**config.mk**
```make
export PLATFORM = sky130hd
export DESIGN_NAME = branch_steer_unit
export DESIGN_NICKNAME = d
export VERILOG_FILES = /design/src/rtl/branch_steer_unit.sv
export SDC_FILE = /design/constraint.sdc
export NUM_CORES = 2
export LEC_CHECK = 0
export CORE_ASPECT_RATIO = 0.5
export CORE_UTILIZATION = 35
export CTS_BUF_LIST = sky130_fd_sc_hd__clkbuf_8
export CTS_CLUSTER_SIZE = 16
export DETAILED_ROUTE_END_ITERATION = 7
export PLACE_DENSITY_LB_ADDON = 0.25
export SYNTH_ARGS = -nofsm -noshare
export SYNTH_HDL_FRONTEND = slang
export SYNTH_SLANG_ARGS = --single-unit
export TNS_END_PERCENT = 100
```
**constraint.sdc**
```tcl
create_clock -name clk -period 21.3 [get_ports clk]
set_input_delay 3.195 -clock clk [delete_from_list [all_inputs] [get_ports clk]]
set_output_delay 3.195 -clock clk [all_outputs]
set_load 0.1 [all_outputs]
```
**src/rtl/branch_steer_unit.sv**
```systemverilog
// Front-end steering for the RV32I pipeline: BTB-based next-PC prediction,
// ID operand selection, and EX next-PC / misprediction redirect.
`ifndef BRANCH_STEER_DEFS
`define BRANCH_STEER_DEFS
`define OP_TYPE_NONE 2'd0
`define OP_TYPE_REG  2'd1
`define OP_TYPE_IMM  2'd2
`define OP_TYPE_PC   2'd3
`define ALU_ADD      6'd0
`define ALU_JAL      6'd1
`define ALU_JALR     6'd2
`define ALU_BEQ      6'd3
`define ALU_BNE      6'd4
`define ALU_BLT      6'd5
`define ALU_BGE      6'd6
`define ALU_BLTU     6'd7
`define ALU_BGEU     6'd8
`endif

module branch_steer_unit #(
    parameter int IDX_W = 6,
    parameter int TAG_W = 14 - IDX_W
) (
    input  logic        clk,
    input  logic        rst,
    input  logic [31:0] if_pc,
    output logic [31:0] if_npc_pred,
    input  logic [31:0] id_pc,
    input  logic [1:0]  id_aluop1_type,
    input  logic [1:0]  id_aluop2_type,
    input  logic [31:0] id_regdata1,
    input  logic [31:0] id_regdata2,
    input  logic [31:0] id_imm,
    output logic [31:0] id_oprl,
    output logic [31:0] id_oprr,
    input  logic [31:0] ex_pc,
    input  logic [5:0]  ex_alucode,
    input  logic [31:0] ex_imm,
    input  logic [31:0] ex_regdata1,
    input  logic        ex_br_taken,
    output logic [31:0] ex_npc,
    output logic        ex_redirect
);

    localparam int ENTRIES = 1 << IDX_W;

    // valid/ctr are control and get reset; tag/target are only meaningful when valid
    logic             btb_valid  [ENTRIES];
    logic [1:0]       btb_ctr    [ENTRIES];
    logic [TAG_W-1:0] btb_tag    [ENTRIES];
    logic [15:0]      btb_target [ENTRIES];

    function automatic logic [31:0] sel_operand(input logic [1:0]  op_type,
                                                input logic [31:0] reg_val,
                                                input logic [31:0] imm_val,
                                                input logic [31:0] pc_val);
        case (op_type)
            `OP_TYPE_REG: return reg_val;
            `OP_TYPE_IMM: return imm_val;
            `OP_TYPE_PC:  return pc_val;
            default:      return 32'd0;
        endcase
    endfunction

    function automatic logic [1:0] sat_inc(input logic [1:0] c);
        return (c == 2'd3) ? 2'd3 : 2'(c + 2'd1);
    endfunction

    function automatic logic [1:0] sat_dec(input logic [1:0] c);
        return (c == 2'd0) ? 2'd0 : 2'(c - 2'd1);
    endfunction

    // ID: operand select
    assign id_oprl = sel_operand(id_aluop1_type, id_regdata1, id_imm, id_pc);
    assign id_oprr = sel_operand(id_aluop2_type, id_regdata2, id_imm, id_pc);

    // IF: prediction lookup, sees pre-update contents on a same-cycle write
    logic [IDX_W-1:0] if_idx;
    logic [TAG_W-1:0] if_tag;
    logic             if_hit;

    assign if_idx      = if_pc[IDX_W+1:2];
    assign if_tag      = if_pc[15:IDX_W+2];
    assign if_hit      = btb_valid[if_idx] && (btb_tag[if_idx] == if_tag);
    assign if_npc_pred = (if_hit && btb_ctr[if_idx][1]) ? {16'd0, btb_target[if_idx]}
                                                        : if_pc + 32'd4;

    // EX: actual next PC and redirect
    logic [31:0] ex_pc_plus4;
    logic [31:0] ex_pc_plus_imm;
    logic [31:0] ex_jalr_sum;

    assign ex_pc_plus4    = ex_pc + 32'd4;
    assign ex_pc_plus_imm = ex_pc + ex_imm;
    assign ex_jalr_sum    = ex_regdata1 + ex_imm;

    always_comb begin
        ex_npc = ex_pc_plus4;
        case (ex_alucode)
            `ALU_JAL:  ex_npc = ex_pc_plus_imm;
            `ALU_JALR: ex_npc = {ex_jalr_sum[31:1], 1'b0};
            `ALU_BEQ, `ALU_BNE, `ALU_BLT, `ALU_BGE, `ALU_BLTU, `ALU_BGEU:
                ex_npc = ex_br_taken ? ex_pc_plus_imm : ex_pc_plus4;
            default:   ex_npc = ex_pc_plus4;
        endcase
    end

    assign ex_redirect = (ex_pc != 32'd0) && (id_pc != 32'd0) && (ex_npc != id_pc);

    // BTB training from the resolved EX instruction
    logic [IDX_W-1:0] ex_idx;
    logic [TAG_W-1:0] ex_tag;
    logic             ex_hit;
    logic             ex_taken;
    logic             ex_live;

    assign ex_idx   = ex_pc[IDX_W+1:2];
    assign ex_tag   = ex_pc[15:IDX_W+2];
    assign ex_hit   = btb_valid[ex_idx] && (btb_tag[ex_idx] == ex_tag);
    assign ex_taken = (ex_npc != ex_pc_plus4);
    assign ex_live  = (ex_pc != 32'd0);

    always_ff @(posedge clk) begin
        if (rst) begin
            for (int i = 0; i < ENTRIES; i++) begin
                btb_valid[i] <= 1'b0;
                btb_ctr[i]   <= 2'd0;
            end
        end else if (ex_live) begin
            if (ex_hit) begin
                btb_ctr[ex_idx] <= ex_taken ? sat_inc(btb_ctr[ex_idx]) : sat_dec(btb_ctr[ex_idx]);
            end else if (ex_taken) begin
                btb_valid[ex_idx] <= 1'b1;
                btb_ctr[ex_idx]   <= 2'd2;
            end
        end
    end

    // Tag is unchanged on a hit, so hit-taken and allocate share one write
    always_ff @(posedge clk) begin
        if (ex_live && ex_taken) begin
            btb_tag[ex_idx]    <= ex_tag;
            btb_target[ex_idx] <= ex_npc[15:0];
        end
    end

endmodule

```
== Yosys cells after proc, flatten, opt, wreduce, memory -nomap -nowiden ==
Memories as Yosys holds them, arrays and structs flattened.
Index checks and enable logic that the tools add are counted.
Operators by class
  order comparisons: 0
  shift operators: 0
  divide/modulo/power cells: 0
  muxes and demuxes: 28
  add/sub/neg operators: 6
  reduce and logical (&&, ||, !) cells: 12
  bitwise operators: 1
  $mul: 0
  equal/unequal tests: 19
Operators with widths (count)
  32-bit case mux with 3 select lines: 3
  32-bit by 3-bit adder with 32-bit output (second input constant): 2
  32-bit adder: 2
  32-bit 2-to-1 mux: 2
  32-bit inequality test: 2
  32-bit nonzero test: 2
  6-bit by 3-bit == test with 1-bit output (second input constant): 4
  8-bit == test: 2
  1-bit 2-to-1 mux: 16
  6-bit by 2-bit == test with 1-bit output (second input constant): 2
  6-bit 2-to-1 mux: 2
  2-bit == test (second input constant): 5
  2-bit 2-to-1 mux: 5
  6-bit by 1-bit == test with 1-bit output (second input constant): 1
  6-bit by 4-bit == test with 1-bit output (second input constant): 1
  1-bit logical AND: 6
  6-bit OR reduction: 1
  2-bit by 1-bit == test with 1-bit output (second input constant): 2
  2-bit by 1-bit adder with 2-bit output (second input constant): 1
  2-bit logical NOT: 1
  2-bit OR reduction: 1
  2-bit by 1-bit subtractor with 2-bit output (second input constant): 1
  1-bit OR: 1
  1-bit OR reduction: 1
Word-level totals
  bits of input ports: 269
  output and inout bits: 129
  bits in read-only memories: 0
  latch bits: 0
  RAM bits: 1728
  word-level logic and storage cells: 70
  memories: 4
  register bits after elaboration: 0
Memory list
  btb_target: depth 64, bits a word 16, rd ports 1, clocked after Yosys merged registers in 0, write ports 1, line 51  | logic [15:0] btb_target [ENTRIES];
  btb_tag: depth 64, bits a word 8, rd ports 2, clocked after Yosys merged registers in 0, write ports 1, line 50  | logic [TAG_W-1:0] btb_tag [ENTRIES];
  btb_ctr: depth 64, bits a word 2, rd ports 2, clocked after Yosys merged registers in 0, write ports 64, line 49  | logic [1:0] btb_ctr [ENTRIES];
  btb_valid: depth 64, bits a word 1, rd ports 2, clocked after Yosys merged registers in 0, write ports 64, line 48  | logic btb_valid [ENTRIES];

== Depth between registers and ports, before layout ==
  word-level depth: 12
  depth in mapped cells: 20

== Worst setup path after synthesis ==
Ideal clock, no wire load.
  path type: input-to-output
  start: in ex_alucode[2]
  end: out ex_redirect
  slack: 6.557 ns
  cell stages on the path: 12
  data required time: 18.105 ns
  arrival time: 11.548 ns
  buffers on the path: 3
  cell sequence: nor3_1 mux2_2 clkbuf_1 and2_1 clkbuf_1 buf_1 o21ai_0 xor2_1 nor4_1 nand4_1 nor4_1 a31oi_1
Between the ends
  cells in the longest elaborated chain, start to end: 5
RTL lines
  start: declaration: line 37  | input logic [5:0] ex_alucode,
  6-bit by 2-bit == test with 1-bit output, or another cell as far along: line 99  | case (ex_alucode)
  6-bit OR reduction: line 99
  32-bit case mux with 3 select lines *: line 99
  net ex_npc[13]: line 41  | output logic [31:0] ex_npc,
  32-bit inequality test *: line 108  | assign ex_redirect = (ex_pc != 32'd0) && (id_pc != 32'd0) && (ex_npc != id_pc);
  1-bit logical AND *: line 108
  end: declaration: line 42  | output logic ex_redirect
Mark *: on every way through the listed nets, which the timed path passes. The rest lies on a longest branch.

== Final worst setup path ==
  start: in ex_pc[6]
  end: out ex_redirect
Between the ends
  cells in the longest elaborated chain, start to end: 5
RTL lines
  start: declaration: line 36  | input logic [31:0] ex_pc,
  32-bit by 3-bit adder with 32-bit output or 32-bit adder (tied branches): line 93, 94
  32-bit 2-to-1 mux: line 103  | ex_npc = ex_br_taken ? ex_pc_plus_imm : ex_pc_plus4;
  32-bit case mux with 3 select lines: line 99
  32-bit inequality test: line 108
  1-bit logical AND *: line 108
Every way passes the cells marked *; elsewhere a longest branch is shown, timed or not.

==> impl_results.md <==
- Status: finished, final reports clean
- Vias/cell: 6.21
- Final ANT Viol Nets: 0
- Max-cap violations: 0
- Share of cells above drive strength 1: 24.5%
- Dpl ws: 8.87 ns
- Cell area after layout: 94,300 um2
- Post-synthesis sequential area ratio: 62.9%
- Syn Nets: 5,356
- Die area: 235,000 um2
- Startpoint types: input port
- Post-layout worst setup margin: 8.85 ns
- Post-CTS setup buffer count: 0
- Clock Path Buffers: 4
- Total GRT Usage: 25.8%
- Clk slew on worst S/H paths: 0.06 ns
- Worst Path Required: 18.11 ns
- First-pass GRT wire length: 425,000 um
- Post-synth EDFFs: 1,664
- Critical Path, Cell by Cell: clkdlybuf4s50_1, ha_1, a21oi_1, o21ai_0, or2_2, a21oi_1, mux2i_1, nand3_2, buf_4, xnor2_1, nand4_1, or4_1, nor4_1, a31oi_1, clkdlybuf4s50_1
- GPL Wtd Cong: 0.961
- Most used DFF post-synth: edfxtp_1
- Die Y: 343 um
- Hold WC Path Type: reg2reg
- Final Skew: 0.0777 ns
- Worst-margin pin slew: 1.39 ns
- Final min period: 12.45 ns
- Synth Register Bits: 1,728
- Yosys warnings: 0
- Gate Count Post-Synth: 5,021
- Setup violators final: 0
- Slew Limit Fails: 0
- PwrDens: 80.1 nW/um2
- Number of buffers created by CTS: 276
- Final wirelength: 311,000 um
- Worst hold slack: 0.489 ns
- Slowest cell on the critical path: clkdlybuf4s50_1
- RSZ-0062 raised after global routing: false
- Die W: 685 um
- Clk Latency, worst-skew pair: 0.92 ns
- # nets final: 5,842
- Share of flip-flops with an asynchronous set or reset: 0%
- Synth Cell Area: 81,500 um2
- Synthesized area per cell: 16.2 um2
- Largest net degree at the start of global routing: 105
- Crit Path Class: in2out
- Leak Pwr: 29.7 nW
- Area growth from synthesis to layout: 15.6%
- Via count: 54,600
- Worst Setup End Kind: output pin
- Crit share post-route: 58.5%
- Library cells used by synthesis: 109
- Ports: 398
- Detailed-route DRC error count: 0
- TNS Setup: 0 ns
- CTS tree: yes
- Vias in the first global route: 53,500
- Slowest cell delay on critical path: 1.00 ns
- CP Data Arrival Time: 9.26 ns
- Peak supply drop: 0.0521 mV
- Initial cell density of the core: 35.5%
- Total grt overflow: 0
- Port-buffer cells: 397
- Commonest non-fill, non-tap cells in the layout: 1,664 x edfxtp_1, 549 x mux4_2, 379 x clkdlybuf4s50_1
- DPL Wire Length: 193,000 um
- CORE AREA: 230,000 um2
- Rel. slew slack: 5.06%
- Fmax: 80.3 MHz
- Root buf cell: clkbuf_8
- Num rows: 124
- Total power draw: 7.55 mW
- Most common cell after layout, fill and taps aside: edfxtp_1
- Fillers: 20,800
- Fin. Hold Viols: 0
- Sinks on Clock Net: 1,728
- Post-CTS Hold Buffers: 0
- H-tree depth: 5
- Detailed Route Iter0 Violations: 8,313
- Resize count post-CTS: 0
- Routed len/inst: 35.3 um
- Initial antenna violation count: 18
- Post-DP Area: 89,400 um2
- Critical path peak fanout: 66
- First drt pass iteration count: 8
kinds of logic after synthesis:
family	after synthesis	synth area share, %
buffers and inverters	463	2.93
flip-flops	1728	62.9
AND/OR/NAND/NOR	857	5.10
multiplexers	717	17.4
XOR/XNOR	137	1.47
AO/OA/AOI/OAI	1053	9.22
adder cells (fa/ha/maj)	66	1.03
synth_stat cells (all sizes together), types with 20 or more instances:
cell type,number,area [um2]
inv,86,323
nor2,215,807
nor3,25,135
edfxtp,1664,50000
nand3,73,365
a22o,84,736
nand2,287,1080
o22ai,90,569
a221oi,52,474
a21oi,271,1600
clkbuf,180,677
xnor2,78,683
a31o,61,534
nor4,30,206
nand4,51,325
and3,28,175
mux2,96,1080
a31oi,30,188
mux2i,72,721
o21ai,132,668
mux4,549,12400
buf,179,1230
xor2,59,517
a22oi,115,877
and2,34,213
dfxtp,64,1280
a21o,20,150
ha,64,801
o211ai,37,297
power by group:
| group | switching [mW] | internal, mW |
|---|---|---|
| Sequential | 0.0189 | 3.81 |
| Combinational | 0.732 | 0.346 |
| Clock | 1.32 | 1.32 |
state kept, by name, indices dropped and copies added (netlist names):
register    count
btb_ctr       128
btb_tag       512
btb_target   1024
btb_valid      64
layout make-up:
type | instances | area [um2] | share of cell area (%)
Clock inverter | 182 | 937 | 0.994
Multi-Input combinational cell | 2830 | 28500 | 30.3
Antenna cell | 10 | 25.0 | 0.0265
Inverter | 88 | 330 | 0.350
Clock buffer | 286 | 3940 | 4.18
Timing Repair Buffer | 583 | 5370 | 5.70
Sequential cell | 1728 | 51200 | 54.4
Tap cell | 3087 | 3860 | 4.10
worst max-delay path, delay by kind of cell:
kind | cells | cell delay [ns]
buffers and inverters | 3 | 2.11
and+or+nand+nor | 5 | 1.54
AOI/OAI and AO/OA | 4 | 0.93
adders and majority gates | 1 | 0.61
muxes | 1 | 0.52
xor gates and xnor gates | 1 | 0.26
path summary, 6_finish.rpt:
path / slack, ns / endpoint / from / depth (start not counted)
worst max-delay path: 8.85 / ex_redirect / ex_pc[6] / 15
worst min-delay path: 0.49 / btb_valid[1]$_DFF_P_ / btb_valid[1]$_DFF_P_ / 2
worst max register to register: 15.19 / btb_ctr[41][1]$_SDFFCE_PN0P_ / btb_tag[34][0]$_DFFE_PP_ / 13
worst min register to register: 0.49 / btb_valid[1]$_DFF_P_ / btb_valid[1]$_DFF_P_ / 2
metal layers:
metal	global-route usage (%)	vias up	part of all wire (%)
met1	35.4	28700	40
met5	0	-	0.025
met2	39.6	3535	45
met3	5.63	665	10
met4	11.3	12	4.7
li1	-	21700	-
through the flow:
step	util [%]	cells
5_1_grt	41.0	8791
4_1_cts	41.0	8784
6_report	41.0	8794
3_3_place_gp	38.9	8316
3_5_place_dp	38.9	8316
2_1_floorplan	-	5021
Power figures use the tool's default switching activity.
